File: src/rtl/data_mem_arb_pkg.sv
// Shared types and constants for the data memory arbiter.
package data_mem_arb_pkg;

  // State encodings for the sequencing FSM.
  localparam logic [2:0] S_IDLE       = 3'd0;
  localparam logic [2:0] S_ISSUE      = 3'd1;
  localparam logic [2:0] S_RD_CAPTURE = 3'd2;
  localparam logic [2:0] S_WR_WAIT    = 3'd3;
  localparam logic [2:0] S_RESP       = 3'd4;

  typedef enum logic [2:0] {
    ST_IDLE       = S_IDLE,
    ST_ISSUE      = S_ISSUE,
    ST_RD_CAPTURE = S_RD_CAPTURE,
    ST_WR_WAIT    = S_WR_WAIT,
    ST_RESP       = S_RESP
  } arb_state_e;

  // Port indices: the core data port and the secondary (debug/DMA) master.
  localparam logic PORT_CORE = 1'b0;
  localparam logic PORT_AUX  = 1'b1;

  localparam int STARVE_MAX_DEFAULT = 4;
  localparam int STARVE_W           = 3;

  // One latched memory command.
  typedef struct packed {
    logic        we;
    logic [31:0] addr;
    logic [31:0] wdata;
    logic [3:0]  sign_mask;
  } mem_cmd_t;

endpackage

File: src/rtl/data_mem_arb_pick.sv
// Winner select between the two ports plus the anti-starvation counter.
module data_mem_arb_pick
  import data_mem_arb_pkg::*;
#(
  parameter int STARVE_MAX = STARVE_MAX_DEFAULT
) (
  input  logic clk,
  input  logic reset,
  input  logic m0_req,
  input  logic m1_req,
  input  logic grant_en,
  output logic grant_port
);

  localparam logic [STARVE_W-1:0] STARVE_LIM = STARVE_W'(STARVE_MAX);

  logic [STARVE_W-1:0] starve_cnt_reg;

  // Port 1 wins when alone, or when port 0 has been favoured STARVE_MAX times in a row.
  always_comb begin
    grant_port = PORT_CORE;
    if (m1_req && (!m0_req || (starve_cnt_reg == STARVE_LIM)))
      grant_port = PORT_AUX;
  end

  // Count consecutive port-0 grants that left port 1 waiting; saturates at all-ones.
  always_ff @(posedge clk) begin
    if (reset) begin
      starve_cnt_reg <= '0;
    end else if (grant_en) begin
      if (grant_port == PORT_AUX)
        starve_cnt_reg <= '0;
      else if (m1_req)
        starve_cnt_reg <= (starve_cnt_reg == '1) ? starve_cnt_reg : starve_cnt_reg + 1'b1;
      else
        starve_cnt_reg <= '0;
    end
  end

endmodule

File: src/rtl/data_mem_arbiter.sv
// Two-port arbiter and timing sequencer in front of the single-ported data memory.
module data_mem_arbiter
  import data_mem_arb_pkg::*;
#(
  parameter int STARVE_MAX = STARVE_MAX_DEFAULT
) (
  input  logic        clk,
  input  logic        reset,
  input  logic        m0_req,
  input  logic        m0_we,
  input  logic [31:0] m0_addr,
  input  logic [31:0] m0_wdata,
  input  logic [3:0]  m0_sign_mask,
  output logic        m0_ack,
  output logic [31:0] m0_rdata,
  input  logic        m1_req,
  input  logic        m1_we,
  input  logic [31:0] m1_addr,
  input  logic [31:0] m1_wdata,
  input  logic [3:0]  m1_sign_mask,
  output logic        m1_ack,
  output logic [31:0] m1_rdata,
  output logic [31:0] mem_addr,
  output logic [31:0] mem_write_data,
  output logic        mem_memread,
  output logic        mem_memwrite,
  output logic [3:0]  mem_sign_mask,
  input  logic [31:0] mem_read_data,
  input  logic        mem_clk_stall,
  output logic        busy
);

  arb_state_e  state_reg, state_next;
  mem_cmd_t    cmd_reg;
  logic        cmd_port_reg;
  logic [31:0] rdata_reg;

  logic        grant_en;
  logic        grant_port;
  mem_cmd_t    port_cmd [2];
  logic [1:0]  port_ack;
  logic [31:0] port_rdata [2];

  assign grant_en = (state_reg == ST_IDLE) && (m0_req || m1_req);

  assign port_cmd[0] = '{we: m0_we, addr: m0_addr, wdata: m0_wdata, sign_mask: m0_sign_mask};
  assign port_cmd[1] = '{we: m1_we, addr: m1_addr, wdata: m1_wdata, sign_mask: m1_sign_mask};

  data_mem_arb_pick #(
    .STARVE_MAX (STARVE_MAX)
  ) u_pick (
    .clk        (clk),
    .reset      (reset),
    .m0_req     (m0_req),
    .m1_req     (m1_req),
    .grant_en   (grant_en),
    .grant_port (grant_port)
  );

  // State register, command latch on grant, and read-data capture.
  always_ff @(posedge clk) begin
    if (reset) begin
      state_reg    <= ST_IDLE;
      cmd_reg      <= '0;
      cmd_port_reg <= PORT_CORE;
      rdata_reg    <= '0;
    end else begin
      state_reg <= state_next;
      if (grant_en) begin
        cmd_reg      <= port_cmd[grant_port];
        cmd_port_reg <= grant_port;
      end
      if (state_reg == ST_RD_CAPTURE)
        rdata_reg <= mem_read_data;
    end
  end

  // Next state and memory-side outputs; command fields are driven only while busy.
  always_comb begin
    state_next     = state_reg;
    mem_addr       = '0;
    mem_write_data = '0;
    mem_sign_mask  = '0;
    mem_memread    = 1'b0;
    mem_memwrite   = 1'b0;
    busy           = (state_reg != ST_IDLE);
    if (state_reg != ST_IDLE) begin
      mem_addr       = cmd_reg.addr;
      mem_write_data = cmd_reg.wdata;
      mem_sign_mask  = cmd_reg.sign_mask;
    end
    case (state_reg)
      ST_IDLE: begin
        if (m0_req || m1_req)
          state_next = ST_ISSUE;
      end
      ST_ISSUE: begin
        mem_memread  = ~cmd_reg.we;
        mem_memwrite = cmd_reg.we;
        state_next   = cmd_reg.we ? ST_WR_WAIT : ST_RD_CAPTURE;
      end
      ST_RD_CAPTURE: state_next = ST_RESP;
      // The memory raises stall during the modify/write half; wait it out.
      ST_WR_WAIT: begin
        if (!mem_clk_stall)
          state_next = ST_RESP;
      end
      ST_RESP: state_next = ST_IDLE;
      default: state_next = ST_IDLE;
    endcase
  end

  // Per-port response: ack only for the latched winner, rdata zero unless a load ack.
  for (genvar gi = 0; gi < 2; gi++) begin : g_resp
    assign port_ack[gi]   = (state_reg == ST_RESP) && (cmd_port_reg == 1'(gi));
    assign port_rdata[gi] = (port_ack[gi] && !cmd_reg.we) ? rdata_reg : '0;
  end

  assign m0_ack   = port_ack[0];
  assign m1_ack   = port_ack[1];
  assign m0_rdata = port_rdata[0];
  assign m1_rdata = port_rdata[1];

endmodule

File: config.mk
export PLATFORM = sky130hd
export DESIGN_NAME = data_mem_arbiter
export DESIGN_NICKNAME = d
export VERILOG_FILES = /design/src/rtl/data_mem_arb_pkg.sv /design/src/rtl/data_mem_arb_pick.sv /design/src/rtl/data_mem_arbiter.sv
export SDC_FILE = /design/constraint.sdc
export NUM_CORES = 1
export LEC_CHECK = 0
export CAP_MARGIN = 20
export CORE_AREA = 2 2 122 124
export CTS_BUF_LIST = sky130_fd_sc_hd__clkbuf_8
export DETAILED_ROUTE_END_ITERATION = 16
export DIE_AREA = 0 0 124 126
export PLACE_DENSITY = 0.94
export SYNTH_ARGS = -nofsm -noshare
export SYNTH_HDL_FRONTEND = slang
export SYNTH_SLANG_ARGS = --single-unit
File: constraint.sdc
create_clock -name clk -period 4.86 [get_ports clk]
set_input_delay 0.486 -clock clk [delete_from_list [all_inputs] [get_ports clk]]
set_output_delay 0.486 -clock clk [all_outputs]
set_load 0.02 [all_outputs]
=== After elaboration in Yosys (flattened, before gate mapping) ===
Index checks and enable logic that the tools add are counted.
Widths: inputs -> output; s select.

* Add/subtract/negate cells: 1
* Multipliers: 0
* Divide/modulo/power cells: 0
* Order comparisons: 1
* Eq/ne operators: 9
* Shift operators: 0
* Multiplexer cells: 18
* Bitwise gates (word level): 3
* Reductions and logical operators: 14

{| class="wikitable"
|+ Operators with widths
! kind !! number
|-
| $mux 69 || 3
|-
| $mux 32 || 4
|-
| $mux 3 || 5
|-
| $pmux 3 s4 || 1
|-
| $eq 3x3->1 const B || 3
|-
| $eq 3x2->1 const B || 2
|-
| $logic_and 1x1->1 || 6
|-
| $mux 1 || 4
|-
| $mux 4 || 1
|-
| $reduce_and 2->1 || 2
|-
| $add 3x1->3 const B || 1
|-
| $eq 3x1->1 const B || 1
|-
| $logic_not 3->1 || 1
|-
| $ne 3x3->1 const B || 1
|-
| $reduce_bool 3->1 || 1
|-
| $ge 2x2->1 const B || 1
|-
| $logic_not 1->1 || 2
|-
| $logic_or 1x1->1 || 2
|-
| $ne 2x1->1 const B || 1
|-
| $ne 2x2->1 const B || 1
|-
| $not 1->1 || 2
|-
| $not 1->2 || 1
|}

* Register bits: 108
* Bits in latches: 0
* RAM bits: 0
* Bits in read-only memories: 0
* Logic and storage cells: 54
* Memories kept: 0

=== Longest topological paths before layout ===
* Depth after elaboration: 8
* Depth in mapped cells: 7
* Gate-level depth less buffers: 5

=== Modules after synthesis ===
From an unflattened synthesis, not the netlist that was laid out.

* Cell total of the unflattened synthesis: 650
* Area total of the unflattened synthesis: 5,540.3 um2

{| class="wikitable"
|+ By module, submodules not included
! module !! instances !! cells each !! area each (um2)
|-
| data_mem_arbiter || 1 || 630 || 5,338.9
|-
| data_mem_arb_pick || 1 || 20 || 201.4
|}

=== Worst setup path before layout ===
Ideal clock, no wire load.

* Kind: register -> output
* Start: reg state_reg[1]
* End: out m1_rdata[10]
* Arrival time: 1,520 ps
* Path slack: 2,854 ps
* Cell stages (with the launch flop): 6
* Cells stage by stage: dfxtp_1 buf_2 or3b_1 nor3_2 clkbuf_1 and2_1

* Longest elaborated chain between the ends: 4

{| class="wikitable"
|+ RTL lines
! element !! line !! text
|-
| start: declaration || data_mem_arbiter.sv:33 || <nowiki>arb_state_e state_reg, state_next;</nowiki>
|-
| start signal: assignment || data_mem_arbiter.sv:68 || <nowiki>state_reg <= state_next;</nowiki>
|-
| $eq 3x3->1 || data_mem_arbiter.sv:115 || <nowiki>assign port_ack[gi] = (state_reg == ST_RESP) && (cmd_port_reg == 1'(gi));</nowiki>
|-
| $logic_and 1x1->1 || data_mem_arbiter.sv:115 ||
|-
| $logic_and 1x1->1 || data_mem_arbiter.sv:116 || <nowiki>assign port_rdata[gi] = (port_ack[gi] && !cmd_reg.we) ? rdata_reg : '0;</nowiki>
|-
| $mux 32 || data_mem_arbiter.sv:116 ||
|-
| end: declaration || data_mem_arbiter.sv:22 || <nowiki>output logic [31:0] m1_rdata,</nowiki>
|}

No other way between the ends.

=== Worst setup path in the final report ===
* Start: reg state_reg[2]
* End: out m0_rdata[22]

* Longest elaborated chain between the ends: 4

{| class="wikitable"
|+ RTL lines
! element !! line !! text
|-
| $eq 3x3->1 || data_mem_arbiter.sv:115 ||
|-
| $logic_and 1x1->1 || data_mem_arbiter.sv:115 ||
|-
| $logic_and 1x1->1 || data_mem_arbiter.sv:116 ||
|-
| $mux 32 || data_mem_arbiter.sv:116 ||
|-
| end: declaration || data_mem_arbiter.sv:15 || <nowiki>output logic [31:0] m0_rdata,</nowiki>
|}

No other way between the ends.

==> impl_metrics.csv <==
group,metric,value,unit
route,detail_route.wirelength,20700,um
global_route,largest_net_degree_at_the_start_of_global_routing,76,
setup_path,critPathMaxFanout,17,
cells_and_area,largest_reg_flops,69,
setup_path,r2r_setup_slack,2.32,ns
logic_synthesis,synth.cell_area,5850,sq um
power_and_ir_drop,vdd_drop_max,0.000153,V
route,drtIter0Drc,501,
run_status,run_status,"completed",
route,post-route-drc-count,0,
cells_and_area,layout_cells_sized_above_1,0.0432,
route,first_pass_iters,5,
cts,postCtsSetupBuffers,0,
route,drt-vias-per-instance,5.72,
timing,worst-slew-pin-transition,0.896,ns
setup_path,timing.rr.start,"state_reg[0]$_SDFFE_PP0P_",
cts,root_buffer,"clkbuf_8",
logic_synthesis,synthArstFlopShare,0,
setup_path,worst-path-buf-inv,2,
floorplanning,floorplan.die.height,126,um
timing,final.min_clock_period,3.37,ns
logic_synthesis,synth_fp_nets,927,
timing,fmaxAchievable,296,MHz
floorplanning,fp.dieW,124,um
timing,timing.slew.headroom,0.402,
placement,detailed_place.area,8960,sq um
logic_synthesis,synth_top_cell_area_share,0.369,
setup_path,worst_r2r_endpoint,"u_pick.starve_cnt_reg[0]$_SDFFE_PP0P_",
route,antenna_violating_nets_post_route,0,
setup_path,critPathKind,"flop to output port",
logic_synthesis,synth_cell_types,30,
global_route,global_route_wire_length_before_repair,31800,um
logic_synthesis,synthesis.area_per_instance,7.82,sq um
setup_path,required_time_at_the_endpoint_of_the_critical_path,4.37,ns
cts,cts_max_level,3,
power_and_ir_drop,p_leak,0.00315,uW
logic_synthesis,synth_most_common_cell,"and2_1",
placement,numPortBuffers,311,
min_path,holdCritPathClass,"flop to flop",
timing,rsz0062_at_grt,"no",
cts,tritoncts_num_sinks,108,
cells_and_area,layout.cell_area.non_filler,9210,sq um
setup_path,crit_path_max_incr_delay,0.62,ns
global_route,first_global_vias,6257,
power_and_ir_drop,pwr_density_cell,286,nW/um^2
cts,numCtsBuffers,9,
setup_path,slowest_cell_on_crit_path,"nor3_2",
placement,post-dp-hpwl,13900,um
floorplanning,floorplan.io_pins,312,
cells_and_area,layout-area-overhead-vs-synth,57.3,%
cts,cts_clk_pin_slew_worst_paths,0.09,ns
timing,skew,0.0157,ns
job,cap_violations,0,
logic_synthesis,ys_ff_latch,108,
global_route,groute.usage.overall,0.256,
setup_path,rr_worst_depth,5,
logic_synthesis,synth_area_leaders,"dfxtp_1 (37%), and2_1 (14%), a311oi_1 (10%)",
logic_synthesis,netlist.top_cell.by_area,"dfxtp_1",
cts,insertion_delay,0.38,ns
cts,clock_path_buffers,2,
setup_path,critical_path.endpoint,"m0_rdata[22]",
global_route,gr-total-overflow,0,
setup_path,critical_path.startpoint,"state_reg[2]$_SDFFE_PP0P_",
timing,hold_violation_total_from_the_final_report,0,
setup_path,crit_chain,"or3b_1 > nor3_2 > buf_6 > and2_1 > clkdlybuf4s50_1",
timing,total_count_of_max_transition_violations_in_the_final_report,0,
route,dr_total_vias,6752,
logic_synthesis,synth_seq_area_share,0.369,
placement,globalplace.congestion,0.804,
setup_path,crit_cells,5,
setup_path,cell_family_with_the_largest_share_of_critical_path_delay,"simple AND/OR/NAND/NOR gates",
logic_synthesis,synthCells,749,
setup_path,critical_path.startpoint_type,"flop",
floorplanning,die_area,15600,sq um
cts,tritoncts_clock_tree,"built",
timing,finalCritPeriodShare,0.694,
cts,cts.repair.resized,0,
global_route,initial_antenna_violation_count,0,
logic_synthesis,synthTopCellsByCount,"and2_1 (132), dfxtp_1 (108), a21oi_1 (102), clkbuf_1 (88), o21ai_0 (71)",
floorplanning,std_cell_rows,44,
logic_synthesis,synth_enable_flop_cells,0,
min_path,min_from,"rdata_reg[10]$_SDFFE_PP0N_",
logic_synthesis,synth_top_flop_cell,"dfxtp_1",
timing,final-setup-viol-count,0,
cts,cts-hold-fix-buffers,0,
route,route.detailed.wl_per_inst,17.5,um
logic_synthesis,yosysWarningCount,0,
setup_path,crit_path_end_kind,"output port",
floorplanning,effective_utilization_at_floorplan,0.409,
timing,setup_total_negative_slack,0,ns
cells_and_area,num_antenna_cells,0,
setup_path,critical_path_arrival,2.89,ns
cells_and_area,count_of_nets_after_finishing,1169,
floorplanning,floorplan.core_area,14300,sq um
-- cell families (layout without fill, tap and decap cells) --
group           count (synthesis)  count (layout)  share of synthesized area
compound gates                318             318                      0.349
flops                         108             108                      0.369
buf+inv                        99             346                     0.0641
fa+ha+maj                       3               3                    0.00641
simple gates                  221             221                      0.211
-- final cells by class --
cell class,count,area [sq um]
fill,1165,5110
multi-input combinational,542,3340
timing repair buffer,324,3240
sequential,108,2160
tap,184,230
clock buffer,10,138
clock inverter,6,70.1
inverter,6,23.8
-- worst register-to-register path: cells and delay by family (launching register included) --
family,cells,cell delay [ns]
DFF,1,0.40
and+or+nand+nor,2,0.84
buffers and inverters,2,1.06
AOI/OAI and AO/OA,1,0.18
-- stage by stage --
step / util / setup WS [ns] / hold slack [ns] / total power [uW] / cells
final: 0.643 / 1.49 / 0.466 / 2640 / 1180
after global routing: 0.643 / 1.24 / 0.486 / 2780 / 1180
after CTS: 0.641 / 1.19 / 0.467 / 2640 / 1178
after detailed placement: 0.626 / 1.61 / 0.452 / 2060 / 1162
after global placement: 0.625 / 1.74 / 0.450 / 2030 / 1161
after floorplan: - / 2.85 / 0.440 / 1640 / 749
-- cells in the final DEF, fill, tap and decap left out, types with 2 or more instances in the layout --
cell type,count
a211oi_1,70
a21oi_1,102
a311oi_1,70
and2_1,132
buf_4,10
buf_6,2
clkbuf_8,10
clkdlybuf4s50_1,309
clkinv_2,2
dfxtp_1,108
ha_1,3
inv_1,4
inv_6,3
nand2_1,65
nand2b_1,4
nor2_1,3
nor3_1,2
nor3_2,2
nor3b_1,2
o21ai_0,71
o32ai_1,2
or2_2,2
-- routing by layer --
layer / part of all wire / track usage
met5: 0 / 0
met3: 0.094 / 0.0575
met4: 0.035 / 0.112
met1: 0.40 / 0.308
met2: 0.48 / 0.434
-- report_power, final --
part	switching (uW)	internal [uW]
clock network	332	259
logic	514	459
registers	67.6	1000
total	913	1720
-- how the worst min path moves through the flow --
stage | end | slack (ns) | cells after the start
after floorplan | rdata_reg[0]$_SDFFE_PP0N_ | 0.44 | 2
after global placement | rdata_reg[10]$_SDFFE_PP0N_ | 0.45 | 2
after detailed placement | rdata_reg[10]$_SDFFE_PP0N_ | 0.45 | 2
after CTS | rdata_reg[10]$_SDFFE_PP0N_ | 0.47 | 2
after global routing | rdata_reg[10]$_SDFFE_PP0N_ | 0.49 | 2
final | rdata_reg[10]$_SDFFE_PP0N_ | 0.47 | 2
Note: power is estimated with default switching activity, not from simulation.
